`config.mk`:
```
export PLATFORM = sky130hd
export DESIGN_NAME = sram_fifo_512x8
export DESIGN_NICKNAME = d
export VERILOG_FILES = /design/src/rtl/sram_fifo_pkg.sv /design/src/rtl/sram_fifo_outbuf.sv /design/src/rtl/sram_fifo_512x8.sv
export SDC_FILE = /design/constraint.sdc
export NUM_CORES = 1
export LEC_CHECK = 0
export CAP_MARGIN = 15
export CORE_AREA = 5 5 138 140
export CTS_CLUSTER_SIZE = 16
export DETAILED_ROUTE_END_ITERATION = 8
export DIE_AREA = 0 0 143 145
export GPL_ROUTABILITY_DRIVEN = 0
export REMOVE_ABC_BUFFERS = 1
export SYNTH_ARGS = -nofsm -noshare
export SYNTH_HDL_FRONTEND = slang
export SYNTH_SLANG_ARGS = --single-unit
```
`constraint.sdc`:
```
create_clock -name clk -period 4.6 [get_ports clk]
set_clock_uncertainty 0.2 [all_clocks]
set_input_delay 0.92 -clock clk [delete_from_list [all_inputs] [get_ports clk]]
set_output_delay 0.92 -clock clk [all_outputs]
set_load 0.02 [all_outputs]
```
`src/rtl/sram_fifo_pkg.sv`:
```
// sram_fifo_pkg: shared sizes and enums for the 512x8 SRAM-backed FIFO
package sram_fifo_pkg;
  localparam int WIDTH      = 8;
  localparam int DEPTH      = 512;
  localparam int ADDR_WIDTH = 9;
  localparam int CNT_WIDTH  = 10;
  typedef enum logic [1:0] {GNT_NONE, GNT_WR, GNT_RD} gnt_e;
  typedef enum logic {ST_INIT, ST_RUN} st_e;
endpackage

```
`src/rtl/sram_fifo_outbuf.sv`:
```
// sram_fifo_outbuf: 3-entry in-order queue that absorbs RAM read returns
module sram_fifo_outbuf #(
  parameter int WIDTH = sram_fifo_pkg::WIDTH
) (
  input  logic             clk,
  input  logic             rst_n,
  input  logic             push_i,
  input  logic             pop_i,
  input  logic [WIDTH-1:0] din_i,
  output logic [WIDTH-1:0] dout_o,
  output logic [1:0]       cnt_o
);
  import sram_fifo_pkg::*;
  logic [WIDTH-1:0] e_q [3];
  logic [WIDTH-1:0] e_d [3];
  logic [1:0]       cnt_q, cnt_d, widx;
  // shift toward the head on pop, then drop the push into the first free slot
  always_comb begin
    widx   = cnt_q - 2'(pop_i);
    e_d[0] = pop_i ? e_q[1] : e_q[0];
    e_d[1] = pop_i ? e_q[2] : e_q[1];
    e_d[2] = e_q[2];
    for (int i = 0; i < 3; i++)
      if (push_i && widx == 2'(i)) e_d[i] = din_i;
    cnt_d  = cnt_q + 2'(push_i) - 2'(pop_i);
  end
  // entry and occupancy registers
  always_ff @(posedge clk or negedge rst_n)
    if (!rst_n) begin
      e_q   <= '{default: '0};
      cnt_q <= '0;
    end else begin
      e_q   <= e_d;
      cnt_q <= cnt_d;
    end
  assign dout_o = e_q[0];
  assign cnt_o  = cnt_q;
endmodule

```
`src/rtl/sram_fifo_512x8.sv`:
```
// sram_fifo_512x8: valid/ready byte FIFO driving a 512x8 single-port RAM; SRAM_FIFO_INIT_CLEAR_EN adds a post-reset zero sweep
module sram_fifo_512x8 #(
  parameter int WIDTH      = sram_fifo_pkg::WIDTH,
  parameter int DEPTH      = sram_fifo_pkg::DEPTH,
  parameter int ADDR_WIDTH = sram_fifo_pkg::ADDR_WIDTH,
  parameter int CNT_WIDTH  = sram_fifo_pkg::CNT_WIDTH
) (
  input  logic                  clk,
  input  logic                  rst_n,
  input  logic                  in_valid,
  output logic                  in_ready,
  input  logic [WIDTH-1:0]      in_data,
  output logic                  out_valid,
  input  logic                  out_ready,
  output logic [WIDTH-1:0]      out_data,
  output logic [CNT_WIDTH-1:0]  count,
  output logic                  init_busy,
  output logic                  ram_ce,
  output logic                  ram_we,
  output logic [ADDR_WIDTH-1:0] ram_addr,
  output logic [WIDTH-1:0]      ram_wd,
  input  logic [WIDTH-1:0]      ram_rd
);
  import sram_fifo_pkg::*;
  localparam logic [ADDR_WIDTH:0] FULL = (ADDR_WIDTH+1)'(DEPTH);
  logic                  in_full_q, in_full_d;
  logic [WIDTH-1:0]      in_data_q;
  logic [ADDR_WIDTH-1:0] wr_ptr_q, rd_ptr_q;
  logic [ADDR_WIDTH:0]   words_q, words_d;
  logic [CNT_WIDTH-1:0]  count_q, count_d;
  logic                  rd_inflight_q;
  logic [1:0]            ob_cnt;
  gnt_e                  last_q, gnt;
  logic                  wr_req, rd_req, accept, pop;
  assign wr_req = in_full_q && words_q < FULL;
  assign rd_req = words_q != '0 && ({1'b0, ob_cnt} + {2'b0, rd_inflight_q}) < 3'd3;
  // single RAM port arbiter: alternate on contention, starting with the write
  always_comb begin
    gnt       = wr_req && rd_req ? (last_q == GNT_RD ? GNT_WR : GNT_RD) :
                wr_req ? GNT_WR : rd_req ? GNT_RD : GNT_NONE;
    in_full_d = accept ? 1'b1 : gnt == GNT_WR ? 1'b0 : in_full_q;
    words_d   = words_q + (ADDR_WIDTH+1)'(gnt == GNT_WR) - (ADDR_WIDTH+1)'(gnt == GNT_RD);
    count_d   = count_q + CNT_WIDTH'(accept) - CNT_WIDTH'(pop);
  end
`ifdef SRAM_FIFO_INIT_CLEAR_EN
  st_e state_q;
  // sweep zeros through every address, reusing wr_ptr as the sweep address
  always_ff @(posedge clk or negedge rst_n)
    if (!rst_n) state_q <= ST_INIT;
    else if (state_q == ST_INIT && wr_ptr_q == ADDR_WIDTH'(DEPTH - 1)) state_q <= ST_RUN;
  assign init_busy = rst_n && state_q == ST_INIT;
`else
  assign init_busy = 1'b0;
`endif
  assign in_ready  = rst_n && !init_busy && (!in_full_q || gnt == GNT_WR);
  assign accept    = in_valid && in_ready;
  assign pop       = out_valid && out_ready;
  assign ram_ce    = init_busy || gnt != GNT_NONE;
  assign ram_we    = init_busy || gnt == GNT_WR;
  assign ram_addr  = ram_we ? wr_ptr_q : rd_ptr_q;
  assign ram_wd    = init_busy ? '0 : in_data_q;
  assign out_valid = ob_cnt != 2'd0;
  assign count     = count_q;
  // input register, pointers, occupancy and read-return tracking
  always_ff @(posedge clk or negedge rst_n)
    if (!rst_n) begin
      in_full_q     <= 1'b0;
      in_data_q     <= '0;
      wr_ptr_q      <= '0;
      rd_ptr_q      <= '0;
      words_q       <= '0;
      count_q       <= '0;
      last_q        <= GNT_RD;
      rd_inflight_q <= 1'b0;
    end else begin
      in_full_q     <= in_full_d;
      if (accept) in_data_q <= in_data;
      if (ram_we) wr_ptr_q <= wr_ptr_q + ADDR_WIDTH'(1);
      if (gnt == GNT_RD) rd_ptr_q <= rd_ptr_q + ADDR_WIDTH'(1);
      words_q       <= words_d;
      count_q       <= count_d;
      if (gnt != GNT_NONE) last_q <= gnt;
      rd_inflight_q <= gnt == GNT_RD;
    end
  sram_fifo_outbuf #(.WIDTH(WIDTH)) u_ob (
    .clk    (clk),
    .rst_n  (rst_n),
    .push_i (rd_inflight_q),
    .pop_i  (pop),
    .din_i  (ram_rd),
    .dout_o (out_data),
    .cnt_o  (ob_cnt)
  );
endmodule
```
Word-level counts from Yosys, hierarchy flattened
Index checks and enable logic that the tools add are counted.

Flip-flop bits (word level): 76. Output and inout port bits: 40.

Add/sub/neg operators: 10. $lt $le $gt $ge: 2. Equality and inequality tests: 5. Multiplexer cells: 11. Reduce and logical (&&, ||, !) cells: 18.

Operators with widths (count): $mux W8 (4); $add A10 B1 Y10 (2); $sub A10 B1 Y10 (2); $add A9 B1 Y9 const B (2); $lt A10 B10 Y1 const B (1); $reduce_bool A10 Y1 (1); $reduce_bool A2 Y1 (5); $logic_and A1 B1 Y1 (9); $mux W9 (1); $mux W2 (4); $eq A2 B2 Y1 const B (3); $eq A2 B1 Y1 const B (2); $sub A2 B1 Y2 (2); $add A2 B1 Y3 (1); $lt A3 B2 Y1 const B (1); $add A2 B1 Y2 (1); $logic_not A2 Y1 (1); $mux W1 (2); $logic_not A1 Y1 (1); $logic_or A1 B1 Y1 (1).

Logic depth before layout (Yosys ltp)
Gate-level depths: netlist of the first run.

Depth after elaboration: 12. Depth in mapped cells: 17.

Hierarchy
A second synthesis of the first run with hierarchy kept.

Cell total of the unflattened synthesis: 371. Area total of the unflattened synthesis: 4209.0 µm².

By module, submodules not included: sram_fifo_512x8 (instances 1, cells an instance 277, area each 2939.1 µm²); sram_fifo_outbuf (instances 1, cells an instance 94, area each 1270.0 µm²).

Least setup slack after synthesis of the first run
OpenSTA, ideal clock, no wires.

Path type: reg-to-reg. Start point: reg rd_inflight_q. End point: reg count_q[8], in the netlist count[8]. Setup time: 132 ps. Arrival: 3281 ps. Data required time: 4268 ps. Setup slack: 988 ps. Stages on the path, launching flop included: 18. Buffers on the path: 1. Clock period less this slack: 3612 ps. Cells stage by stage: dfrtp_1 ha_1 ha_1 a21o_4 a211oi_4 o21ai_2 nor2b_4 buf_6 inv_1 ha_1 inv_1 ha_1 fa_1 a21o_1 a21oi_1 o211a_1 nor3_1 xor2_1.

Word-level cells in the longest chain between the ends: 12. Elaborated cells on any way between the ends: 13.

Ends and longest elaborated chain: start: declaration (line sram_fifo_512x8.sv:31) `logic rd_inflight_q;`; start signal: assignment (line sram_fifo_512x8.sv:74) `rd_inflight_q <= 1'b0;`; start signal: assignment (line sram_fifo_512x8.sv:83) `rd_inflight_q <= gnt == GNT_RD;`; $add A2 B1 Y3 * (line sram_fifo_512x8.sv:36) `assign rd_req = words_q != '0 && ({1'b0, ob_cnt} + {2'b0, rd_inflight_q}) < 3'd3;`; $lt A3 B2 Y1 * (line sram_fifo_512x8.sv:36); $logic_and A1 B1 Y1 * (line sram_fifo_512x8.sv:36); $mux W2 (2 in a row) (line sram_fifo_512x8.sv:40) `wr_req ? GNT_WR : rd_req ? GNT_RD : GNT_NONE;`; $mux W2 * (line sram_fifo_512x8.sv:39) `gnt = wr_req && rd_req ? (last_q == GNT_RD ? GNT_WR : GNT_RD) :`; $eq A2 B1 Y1 * (line sram_fifo_512x8.sv:55) `assign in_ready = rst_n && !init_busy && (!in_full_q || gnt == GNT_WR);`; $logic_or A1 B1 Y1 * (line sram_fifo_512x8.sv:55); $logic_and A1 B1 Y1 * (line sram_fifo_512x8.sv:55); $logic_and A1 B1 Y1 * (line sram_fifo_512x8.sv:56) `assign accept = in_valid && in_ready;`; $add A10 B1 Y10 * (line sram_fifo_512x8.sv:43) `count_d = count_q + CNT_WIDTH'(accept) - CNT_WIDTH'(pop);`; $sub A10 B1 Y10 * (line sram_fifo_512x8.sv:43); named net count_d[8] (line sram_fifo_512x8.sv:30) `logic [CNT_WIDTH-1:0] count_q, count_d;`; end signal: assignment (line sram_fifo_512x8.sv:81) `count_q <= count_d;`; end: declaration (line sram_fifo_512x8.sv:30).

The timed path passes the listed nets; every way through them passes the cells marked *. A chain may end at the register's enable or synchronous reset.

Final worst setup path of the first run
Start point: reg rd_inflight_q. End point: out ram_addr[6].

Word-level cells in the longest chain between the ends: 8. Elaborated cells on any way between the ends: 9.

Ends and longest elaborated chain: $add A2 B1 Y3 * (line sram_fifo_512x8.sv:36); $lt A3 B2 Y1 * (line sram_fifo_512x8.sv:36); $logic_and A1 B1 Y1 * (line sram_fifo_512x8.sv:36); $mux W2 (2 in a row) (line sram_fifo_512x8.sv:40); $mux W2 * (line sram_fifo_512x8.sv:39); $eq A2 B1 Y1 * (line sram_fifo_512x8.sv:59) `assign ram_we = init_busy || gnt == GNT_WR;`; $mux W9 * (line sram_fifo_512x8.sv:60) `assign ram_addr = ram_we ? wr_ptr_q : rd_ptr_q;`; end: declaration (line sram_fifo_512x8.sv:20) `output logic [ADDR_WIDTH-1:0] ram_addr,`.

Mark *: on every way between the ends. The rest lies on a longest branch, timed or not.

==> results of run 1 <==
## per-stage QoR
step	instances	area, um^2	power (W)	hold WS (ns)	util
global route	656	5180	0.00503	0.276	0.292
detailed placement	640	4880	0.00394	0.255	0.276
floorplan	351	4000	0.00311	0.236	-
finish	656	5180	0.00461	0.262	0.292
CTS	656	5180	0.00469	0.263	0.292
global placement	640	4880	0.00384	0.248	0.276
## cells in the final DEF (no fill, tap or decap), types with 3 or more instances in the layout
master,netlist,final
a21oi_1,13,13
and3_1,6,6
buf_4,9,3
clkbuf_16,0,9
clkdlybuf4s50_1,0,57
dfrtp_1,75,75
ha_1,30,30
inv_1,30,30
mux2_2,19,19
mux2_4,8,8
mux2i_1,16,16
nand2_1,32,32
nand3_1,6,6
nand4_1,5,5
nor2_1,16,16
nor3_1,3,3
nor4_1,4,4
o21ai_0,17,17
o21bai_1,4,4
xnor2_1,20,20
xor2_1,14,14
## flip-flops by register name (all words and copies together) (netlist names)
| signal | count |
|---|---|
| ram_wd | 8 |
| words_q | 10 |
| u_ob.dout_o | 8 |
| u_ob.cnt_o | 2 |
| last_q | 2 |
| wr_ptr_q | 9 |
| count | 10 |
| in_full_q | 1 |
| rd_ptr_q | 9 |
| u_ob.e_q | 16 |
| rd_inflight_q | 1 |
## routing by layer
metal  vias up  share of wire
li1       1350              -
met1      1339           0.46
met2        42           0.47
met3        12          0.045
met4         0          0.021
met5         -              0
## cell families after synthesis
family | Yosys count | synth area share
other | 1 | 0.000910
and+or+nand+nor | 88 | 0.110
adders and majority gates | 32 | 0.101
muxes | 43 | 0.120
buffers and inverters | 47 | 0.0556
xor gates and xnor gates | 34 | 0.0723
DFF | 76 | 0.462
AOI/OAI and AO/OA | 47 | 0.0787
## worst max-delay path: stages, from the launching register on
cell and delay [ns]:
dfrtp_1 0.42, ha_1 0.22, ha_1 0.29, a21o_4 0.25
a211oi_4 0.34, nor2_4 0.18, mux2_2 0.27, clkdlybuf4s50_1 0.60
## worst max path at each step
stage                     slack [ns]          start  cells after the start          end
final                           0.57  rd_inflight_q                      7  ram_addr[6]
after detailed placement        0.59       in_valid                     13     count[8]
after global routing            0.42  rd_inflight_q                     16     count[8]
after CTS                       0.52  rd_inflight_q                      7  ram_addr[2]
after global placement          0.67       in_valid                     13     count[8]
after floorplan                 1.03  rd_inflight_q                     16     count[8]
## power by group
part	total [W]	switching, W	leakage [nW]	internal, W
Combinational	0.00264	0.00138	1.27	0.00126
Sequential	0.00126	0.000227	0.917	0.00103
Clock	0.000717	0.000281	0.143	0.000436
Total	0.00461	0.00189	2.33	0.00272
## area by class of cell
class / instances / area [um^2] / area share
Multi-Input combinational cell: 245 / 1990 / 0.384
Sequential cell: 76 / 1900 / 0.367
Timing Repair Buffer: 60 / 593 / 0.114
Tap cell: 229 / 287 / 0.0553
Clock buffer: 12 / 246 / 0.0476
Inverter: 30 / 113 / 0.0217
Clock inverter: 4 / 51.3 / 0.00990
==> impl_metrics.json, run 1 <==
{
  "timing.final.crit_share": 0.876,
  "start_util": 0.233,
  "netlist_top_cells_area": "dfrtp_1 (46%), ha_1 (9.1%), mux2_2 (5.2%)",
  "finalSetupViolations": 0,
  "yosysWarnings": 0,
  "dp_hpwl_um": 6240,
  "cap_violations": 0,
  "io_pins": 60,
  "ff2ff_path_depth": 16,
  "ys_seq_area_frac": 0.462,
  "worst_slew_pin_slew_ns": 1.01,
  "dieArea_um2": 20700,
  "antenna-diode-count": 0,
  "clk_latency_ns": 0.34,
  "cp-start-kind": "register",
  "min_path_cells": 1,
  "syn_area_um2": 4120,
  "max_freq_mhz": 248,
  "synth_flop_cell": "dfrtp_1",
  "clock_sinks": 76,
  "hp-class": "reg2reg",
  "grt_pass1_vias": 3022,
  "crit_type": "reg2out",
  "cts_made_buffers": 9,
  "synth_area_leader_cell": "dfrtp_1",
  "vias": 2743,
  "grt_util_met3": 0.0244,
  "grt.overflow.total": 0,
  "hp-start": "wr_ptr_q[8]",
  "rrSetupSlack_ns": 0.67,
  "synthCells": 368,
  "worstPathMaxFanout": 19,
  "wl_per_cell_um": 13.0,
  "grt_pass1_wl_um": 14400,
  "max_slew_margin": 0.328,
  "reg2reg_to": "count[8]",
  "fillCellCount": 1820,
  "root_buffer": "clkbuf_16",
  "drtIter0Drc": 132,
  "fin_ws_ns": 0.569,
  "grt_use_met2": 0.140,
  "core_area_um2": 17700,
  "clk_pin_slew_worst_paths_ns": 0.06,
  "cts_resized": 0,
  "grt_max_degree": 77,
  "synth_cell_types": 51,
  "cp_data_arrival_time_ns": 2.91,
  "synth_most_common_cell": "dfrtp_1",
  "synth_top_area_frac": 0.456,
  "p_per_area_nw_per_um2": 890,
  "cp_data_required_time_ns": 3.48,
  "end_kind": "output port",
  "grt_busiest_layer": "met2",
  "via_per_inst": 4.18,
  "synth_edf_count": 0,
  "antenna_found_initial": 0,
  "synthArstFlopShare": 1.00,
  "route.antenna.remaining_nets": 0,
  "min_period_ns": 4.03,
  "syn_area_per_cell_um2": 11.2,
  "drive_above_1_share": 0.141,
  "grt.met1_usage": 0.107,
  "fin_nets": 474,
  "setup_tns_ns": 0,
  "place_ws_ns": 0.589,
  "finalMaxSlewViolations": 0,
  "grt_usage": 0.0868,
  "cts_max_level": 3,
  "remaining_drc_errors": 0,
  "rsz0062_at_grt": "false",
  "rows": 49,
  "p_leak_nw": 2.33,
  "hold_violations": 0,
  "hold_buffers": 0,
  "area.growth.synth_to_final_pct": 25.8,
  "r2r-start": "rd_inflight_q",
  "clock_path_buffers": 2,
  "dr.pass1.iters": 4,
  "portBuffers": 58,
  "die_w_um": 143,
  "synth_seq_cells": 76,
  "netlist_top_cells_count": "dfrtp_1 (75), nand2_1 (32), ha_1 (30), inv_1 (30), xnor2_1 (20)",
  "fp.dieH_um": 145,
  "cts_setup_buffers": 0,
  "hold_end": "wr_ptr_q[8]",
  "wirelength_um": 8510,
  "peakVddDrop_uv": 365,
  "cts_tree": "yes",
  "status": "complete, no violations"
}
(Power assumes the default switching activity.)
==> inputs of run 2 (changes only) <==
--- a/config.mk
+++ b/config.mk
@@ -11,7 +11,9 @@
 export DETAILED_ROUTE_END_ITERATION = 8
 export DIE_AREA = 0 0 143 145
 export GPL_ROUTABILITY_DRIVEN = 0
+export PLACE_DENSITY = 0.48
 export REMOVE_ABC_BUFFERS = 1
+export SKIP_LAST_GASP = 1
 export SYNTH_ARGS = -nofsm -noshare
 export SYNTH_HDL_FRONTEND = slang
 export SYNTH_SLANG_ARGS = --single-unit
==> run 2 against run 1 <==
Compared with the run above:
- via count is 0.11% lower
- largest cell class unchanged
- utilization is 0.099 points lower
- first-iteration DRC count is 0.76% higher
- cell count stayed put
- non-clock buffer count stayed put
- critical path type unchanged
- sequential share of layout area is 0.12 points higher
- clock power is 3.9% lower
==> impl_metrics.json, run 2 (same netlist as run 1, synthesis figures left out) <==
{
  "status": "complete, no violations",
  "p_comb_frac": 0.574,
  "final_common_cell": "dfrtp_1",
  "die_w_um": 143,
  "cts_made_buffers": 9,
  "netSwitchingFraction": 0.409,
  "largest_register_ffs": 16,
  "cts_tree": "yes",
  "wl_met1_um": 4040,
  "antenna_found_initial": 0,
  "io_pins": 60,
  "cts_max_level": 3,
  "start_util": 0.233,
  "antenna-diode-count": 0,
  "cap_violations": 0,
  "crit_type": "reg2out",
  "dieArea_um2": 20700,
  "max_freq_mhz": 250,
  "dp_hpwl_um": 6130,
  "dr.pass1.iters": 4,
  "rsz0062_at_grt": "false",
  "cts_setup_buffers": 0,
  "timing.final.crit_share": 0.870,
  "portBuffers": 58,
  "end_kind": "output port",
  "via_per_inst": 4.18,
  "hold_buffers": 0,
  "finalMaxSlewViolations": 0,
  "area.growth.synth_to_final_pct": 25.3,
  "clock_sinks": 76,
  "p_leak_nw": 2.33,
  "drtIter0Drc": 133,
  "p_per_area_nw_per_um2": 887,
  "hold_violations": 0,
  "top_layer_used": "met4",
  "remaining_drc_errors": 0,
  "peakVddDrop_uv": 272,
  "clock_path_buffers": 2,
  "core_area_um2": 17700,
  "p_sw_w": 0.00187,
  "cp_data_arrival_time_ns": 2.88,
  "cts_resized": 0,
  "mostFrequentLayoutCells": "dfrtp_1 (75), clkdlybuf4s50_1 (57), nand2_1 (32)",
  "root_buffer": "clkbuf_16",
  "grt_pass1_wl_um": 14600,
  "grt_max_degree": 64,
  "cp-start-kind": "register",
  "rows": 49,
  "clk_pin_slew_worst_paths_ns": 0.06,
  "grt_pass1_vias": 2898,
  "hp-class": "in2async",
  "finalSetupViolations": 0,
  "wirelength_um": 8500,
  "clkPwrFrac": 0.150,
  "setup_tns_ns": 0,
  "fin_nets": 474,
  "max_slew_margin": 0.435,
  "worst_slew_pin_slew_ns": 0.848,
  "regMostFlops": "u_ob.e_q",
  "wl_met3_um": 358,
  "min_period_ns": 4.00,
  "grt_usage": 0.0879,
  "vias": 2740,
  "route.antenna.remaining_nets": 0,
  "totalPowerFinal_w": 0.00458,
  "power.internal_w": 0.00271,
  "wl_per_cell_um": 13.0,
  "fillCellCount": 1843,
  "drive_above_1_share": 0.136,
  "clk_latency_ns": 0.33,
  "fp.dieH_um": 145,
  "cp_data_required_time_ns": 3.48,
  "grt.overflow.total": 0,
  "worstPathMaxFanout": 19,
  "seq_power_share": 0.275,
  "wl_met2_um": 3940
}
[run 2: cell types whose count changed in the layout (fill, tap and decap cells not counted), sizes merged]
| cell | before | now |
|---|---|---|
| clkbuf | 12 | 13 |
| clkinvlp | 1 | 0 |
[run 2: stage by stage]
step / std cells / hold slack, ns / setup slack (ns) / utilization / instance area (um^2)
2_1_floorplan: 351 / 0.236 / 1.03 / - / 4000
3_3_place_gp: 640 / 0.246 / 0.611 / 0.276 / 4880
3_5_place_dp: 640 / 0.249 / 0.593 / 0.276 / 4880
4_1_cts: 656 / 0.216 / 0.545 / 0.291 / 5160
5_1_grt: 656 / 0.226 / 0.414 / 0.291 / 5160
6_report: 656 / 0.226 / 0.600 / 0.291 / 5160
[run 2: final timing paths]
check                               from             end  slack (ns)  depth (start not counted)
setup reg to reg           rd_inflight_q        count[8]        0.70                         16
hold / removal                     rst_n        count[9]        0.23                          1
hold reg to reg                last_q[1]       last_q[1]        0.25                          2
max in group asynchronous          rst_n  u_ob.dout_o[3]        2.88                          2
min in group clk               last_q[1]       last_q[1]        0.25                          2
setup / recovery           rd_inflight_q     ram_addr[2]        0.60                          7
[run 2: worst max-delay path, cell delays in order (launching register included)]
cell	delay (ns)
dfrtp_1	0.41
ha_1	0.21
ha_1	0.28
a21o_4	0.24
a211oi_4	0.34
nor2_4	0.18
mux2_2	0.27
clkdlybuf4s50_1	0.61
[run 2: area by class of cell]
cell class              instances  area [um^2]  area share
clock inverters                 3         40.0     0.00775
repair buffers                 60          593       0.115
clock buffers                  13          240      0.0465
multi-input cells             245         1990       0.385
well taps                     229          287      0.0555
flip-flops and latches         76         1900       0.369
inverters                      30          113      0.0218
[run 2: metal layers]
metal  global-route usage  vias to the layer above
met5                    0                        -
met4               0.0371                        0
li1                     -                     1354
met1                0.112                     1331
met2                0.137                       41
met3               0.0273                       14
[run 2: power groups by stage]
| stage | logic [W] | registers (W) | clock network [W] |
|---|---|---|---|
| 3_3_place_gp | 0.00261 | 0.00127 | 0 |
| 5_1_grt | 0.00295 | 0.00132 | 0.000745 |
| 2_1_floorplan | 0.00175 | 0.00136 | 0 |
| 3_5_place_dp | 0.00266 | 0.00128 | 0 |
| 4_1_cts | 0.00268 | 0.00127 | 0.000719 |
| 6_report | 0.00263 | 0.00126 | 0.000689 |
